--- src/rtl/temp_conv_pkg.sv ---
// Shared definitions for the temperature lookup controller and its ROM.
// Holds the controller state encoding and the Fahrenheit table function.
package temp_conv_pkg;

    localparam logic [1:0] ST_IDLE = 2'd0;
    localparam logic [1:0] ST_WAIT = 2'd1;
    localparam logic [1:0] ST_CAPT = 2'd2;
    localparam logic [1:0] ST_HOLD = 2'd3;

    // round(9n/5 + 32), done in integers as (18n + 5) / 10 + 32
    function automatic int unsigned fahr_of(input int unsigned n);
        return (18 * n + 5) / 10 + 32;
    endfunction

endpackage

--- src/rtl/temp_lookup_ctrl.sv ---
// Lookup controller in front of a synchronous ROM: single lookups or full sweeps.
// Ports: clk, rst (async high); req_valid/req_addr/req_ready request side;
// scan_start sweep trigger; rom_addr/rom_data ROM side; resp_valid/resp_addr/
// resp_data/resp_ready response side; busy and scan_done status.
import temp_conv_pkg::*;

module temp_lookup_ctrl #(
    parameter int DEPTH = 4,
    parameter int WIDTH = 8
) (
    input  logic             clk,
    input  logic             rst,
    input  logic             req_valid,
    input  logic [DEPTH-1:0] req_addr,
    output logic             req_ready,
    input  logic             scan_start,
    output logic [DEPTH-1:0] rom_addr,
    input  logic [WIDTH-1:0] rom_data,
    output logic             resp_valid,
    output logic [DEPTH-1:0] resp_addr,
    output logic [WIDTH-1:0] resp_data,
    input  logic             resp_ready,
    output logic             busy,
    output logic             scan_done
);

    localparam logic [DEPTH-1:0] LAST_IDX = '1;
    localparam logic [DEPTH-1:0] ONE = {{(DEPTH-1){1'b0}}, 1'b1};

    logic [1:0]       state_q, state_d;
    logic             scan_q, scan_d;
    logic [DEPTH-1:0] rom_addr_q, rom_addr_d;
    logic [DEPTH-1:0] resp_addr_q, resp_addr_d;
    logic [WIDTH-1:0] resp_data_q, resp_data_d;
    logic             resp_valid_q, resp_valid_d;
    logic             scan_done_q, scan_done_d;

    always_comb begin
        state_d      = state_q;
        scan_d       = scan_q;
        rom_addr_d   = rom_addr_q;
        resp_addr_d  = resp_addr_q;
        resp_data_d  = resp_data_q;
        resp_valid_d = resp_valid_q;
        scan_done_d  = 1'b0;
        case (state_q)
            ST_IDLE: begin
                if (scan_start) begin
                    scan_d     = 1'b1;
                    rom_addr_d = '0;
                    state_d    = ST_WAIT;
                end else if (req_valid) begin
                    rom_addr_d = req_addr;
                    state_d    = ST_WAIT;
                end
            end
            // ROM samples rom_addr on this edge
            ST_WAIT: state_d = ST_CAPT;
            ST_CAPT: begin
                resp_data_d  = rom_data;
                resp_addr_d  = rom_addr_q;
                resp_valid_d = 1'b1;
                state_d      = ST_HOLD;
            end
            ST_HOLD: begin
                if (resp_ready) begin
                    resp_valid_d = 1'b0;
                    if (!scan_q) begin
                        state_d = ST_IDLE;
                    end else if (rom_addr_q != LAST_IDX) begin
                        rom_addr_d = rom_addr_q + ONE;
                        state_d    = ST_WAIT;
                    end else begin
                        scan_d      = 1'b0;
                        scan_done_d = 1'b1;
                        state_d     = ST_IDLE;
                    end
                end
            end
            default: state_d = ST_IDLE;
        endcase
    end

    always_ff @(posedge clk or posedge rst) begin
        if (rst) begin
            state_q      <= ST_IDLE;
            scan_q       <= 1'b0;
            rom_addr_q   <= '0;
            resp_addr_q  <= '0;
            resp_data_q  <= '0;
            resp_valid_q <= 1'b0;
            scan_done_q  <= 1'b0;
        end else begin
            state_q      <= state_d;
            scan_q       <= scan_d;
            rom_addr_q   <= rom_addr_d;
            resp_addr_q  <= resp_addr_d;
            resp_data_q  <= resp_data_d;
            resp_valid_q <= resp_valid_d;
            scan_done_q  <= scan_done_d;
        end
    end

    assign req_ready  = (state_q == ST_IDLE) && !scan_start;
    assign busy       = (state_q != ST_IDLE);
    assign rom_addr   = rom_addr_q;
    assign resp_valid = resp_valid_q;
    assign resp_addr  = resp_addr_q;
    assign resp_data  = resp_data_q;
    assign scan_done  = scan_done_q;

endmodule

--- config.mk ---
export PLATFORM = sky130hd
export DESIGN_NAME = temp_lookup_ctrl
export DESIGN_NICKNAME = d
export VERILOG_FILES = /design/src/rtl/temp_conv_pkg.sv /design/src/rtl/temp_lookup_ctrl.sv
export SDC_FILE = /design/constraint.sdc
export NUM_CORES = 1
export LEC_CHECK = 0
export ABC_AREA = 1
export CAP_MARGIN = 20
export CORE_MARGIN = 5
export CORE_UTILIZATION = 44
export DETAILED_ROUTE_END_ITERATION = 10
export GPL_TIMING_DRIVEN = 0
export PLACE_DENSITY = 0.8
export SLEW_MARGIN = 20
export SYNTH_ARGS = -nofsm -noshare
export SYNTH_HDL_FRONTEND = slang
export SYNTH_SLANG_ARGS = --single-unit
--- constraint.sdc ---
create_clock -name clk -period 1.6 [get_ports clk]
set_clock_uncertainty 0.05 [all_clocks]
set_input_delay 0.48 -clock clk [delete_from_list [all_inputs] [get_ports clk]]
set_output_delay 0.48 -clock clk [all_outputs]
set_load 0.01 [all_outputs]
==> impl_metrics.json <==
{
  "slew_headroom": 0.4915,
  "layout.nets": 185,
  "cts-root-buf": "clkbuf_4",
  "fin_util": 0.6992,
  "io_pins": 37,
  "ys_warn_count": 0,
  "ys_seq_elements": 21,
  "synth_top_cell_by_area": "dfrtp_1",
  "path_max_fanout": 4,
  "synth_cells": 110,
  "path_class": "register to output port",
  "finalWeightedCongestion": 0.8046,
  "place_area_sq_um": 1454,
  "max_cap_violations": 0,
  "core-area_sq_um": 2255,
  "hpwl_mm": 1.819,
  "grt_pass1_wl_mm": 3.946,
  "drt-initial-drc-count": 5,
  "vias": 939,
  "max_freq_mhz": 590.0,
  "violations": "setup timing",
  "p_switching_mw": 1.088,
  "initial_core_util": 0.4695,
  "fin_crit_sh": 1.059,
  "dr.pass1.iters": 5,
  "rows": 17,
  "cellPowerDensity_nw_per_um2": 1787,
  "synth_edf_count": 0,
  "final_area_sq_um": 1577,
  "wl_met3_um": 186,
  "htreeDepth": 1,
  "r2r_setup_slack_ps": 110,
  "cts_inserted_buffers": 3,
  "swShare": 0.3863,
  "syn_nets": 133,
  "syn_area_per_cell_sq_um": 9.623,
  "async_flop_share": 1.000,
  "m1WireLength_um": 970,
  "finalHoldViolCount": 0,
  "slew_violations": 0,
  "outcome": "finished with violations",
  "cts_tree": "built",
  "antenna_found_initial": 0,
  "leakage_nw": 0.8065,
  "cts_buffer_depth": 2,
  "clk_latency_ps": 300,
  "synth.distinct_cells": 20,
  "fillers": 203,
  "die_area_sq_um": 3487,
  "synth_ff_type": "dfrtp_1",
  "die_h_um": 59.05,
  "synth_most_common_cell": "nand2_1",
  "end_kind": "output port",
  "setup_viol": 2,
  "arrival_ps": 1160,
  "grt_max_degree": 22,
  "rsz0062_at_grt": "yes",
  "vdd_drop_max_mv": 1.099,
  "io_buffers": 36,
  "r2r-start": "state_q[0]",
  "ant_nets": 0,
  "worst_hold_slack_ps": 450.7,
  "drc": 0,
  "crit_required_ps": 1070,
  "worstMarginPinSlew_ps": 761.9,
  "intPower_mw": 1.729,
  "highest_layer": "met4",
  "wl_mm": 2.436,
  "antenna_cells": 0,
  "synth_common_cells": "nand2_1 (28), dfrtp_1 (21), inv_1 (12)",
  "cts.sinks": 21,
  "drt-wirelength-per-cell_um": 12.89,
  "fin_ws_ps": -94.92,
  "crit_start": "state_q[1]",
  "hold_class": "register to register",
  "pwr-share-clk": 0.089,
  "power_frac_seq": 0.308,
  "r2r_end": "resp_data[2]",
  "areaGrowthSynthToFinish_pct": 48.94,
  "dr_wl_met2_mm": 1.253,
  "drive_gt1_frac": 0.3043,
  "preCtsSetupSlack_ps": -562.7,
  "clk_pin_slew_worst_paths_ps": 110,
  "grt_usage": 0.1460,
  "globalRouteOverflowTotal": 0,
  "vias_per_cell": 4.968,
  "reg2reg_depth": 5,
  "ys_top_cells_by_area": "dfrtp_1 (50%), mux2_2 (12%), nand2_1 (9.9%)",
  "die_w_um": 59.05,
  "total_power_mw": 2.817,
  "grt_pass1_vias": 929,
  "syn-cell-area_sq_um": 1059,
  "min_period_ps": 1695,
  "p_comb_frac": 0.603,
  "ys_seq_area_frac": 0.4965,
  "cp-start-kind": "register",
  "critPathCapture": "req_ready",
  "synth_top_area_frac": 0.4965
}
## timing repair
item / CTS / global route
setup endpoints to repair: 28 / 14
pin swaps: 2 / 2
resized for setup: 37 / 6
gates cloned: 0 / 0
buffers inserted: 9 / 2
hold buffers: 0 / 0
## layout make-up
class	instances	area, sq um	area share
multi-input cells	75	504.2	0.3198
well taps	28	35.03	0.02222
flip-flops and latches	21	528.0	0.3349
repair buffers	47	421.7	0.2675
plain buffers	1	11.26	0.007143
clock inverters	1	5.005	0.003175
clock buffers	3	22.52	0.01429
inverters	13	48.80	0.03095
## power by group through the flow
stage	Combinational (mW)	Sequential, mW	Clock (mW)
detailed placement	1.50	0.944	0
global placement	1.46	0.930	0
global route	1.89	0.899	0.281
finish	1.70	0.868	0.251
CTS	1.63	0.869	0.262
floorplan	0.781	1.01	0
## metrics by stage
stage / setup TNS, ps / instances
3_5_place_dp: -1551 / 174
6_report: -148.9 / 189
2_1_floorplan: 0 / 110
5_1_grt: -286.7 / 189
4_1_cts: -130.3 / 187
3_3_place_gp: -1085 / 174
## routing by layer
layer | global-route usage | vias to the layer above
met1 | 0.1689 | 442
li1 | - | 460
met2 | 0.2681 | 33
met3 | 0.03268 | 4
met4 | 0.03883 | 0
met5 | 0 | -
## cell families after synthesis
family | Yosys count | share of synthesized area
AND/OR/NAND/NOR | 47 | 0.2045
flip-flops | 21 | 0.4965
buffers and inverters | 14 | 0.05082
multiplexers | 11 | 0.1170
AO/OA/AOI/OAI | 10 | 0.05201
adder cells (fa/ha/maj) | 6 | 0.07092
XOR/XNOR | 1 | 0.008276
## state kept, by name (all words and copies together), names as in the netlist
register	flops
resp_data	8
resp_addr	4
rom_addr	4
state_q	2
resp_valid	1
scan_done	1
scan_q	1
## worst min path at each step
stage                      start            to  slack [ps]  depth (start not counted)
global placement      resp_valid    resp_valid         440                          2
floorplan                    rst  resp_addr[0]         410                          1
global route        resp_data[6]  resp_data[6]         490                          1
detailed placement    resp_valid    resp_valid         440                          2
CTS                   resp_valid    resp_valid         460                          2
finish                resp_valid    resp_valid         450                          2
## layout by cell type, fill, tap and decap left out, types with 4 or more instances in the layout
| cell type | instances |
|---|---|
| dlygate4sd2_1 | 19 |
| o21ai_0 | 8 |
| clkdlybuf4s50_1 | 15 |
| nand3_1 | 5 |
| dfrtp_1 | 19 |
| nor2_1 | 4 |
| mux2_2 | 11 |
| inv_2 | 5 |
| inv_1 | 8 |
| nand2_1 | 27 |
| buf_4 | 11 |
## worst max-delay path, cell delays in order (launching register included)
cell and delay [ps]:
dfrtp_1 420, inv_2 90, ha_4 170, nand2_4 60, inv_2 50, buf_6 90
No activity file was read; power rests on OpenSTA's default activity.
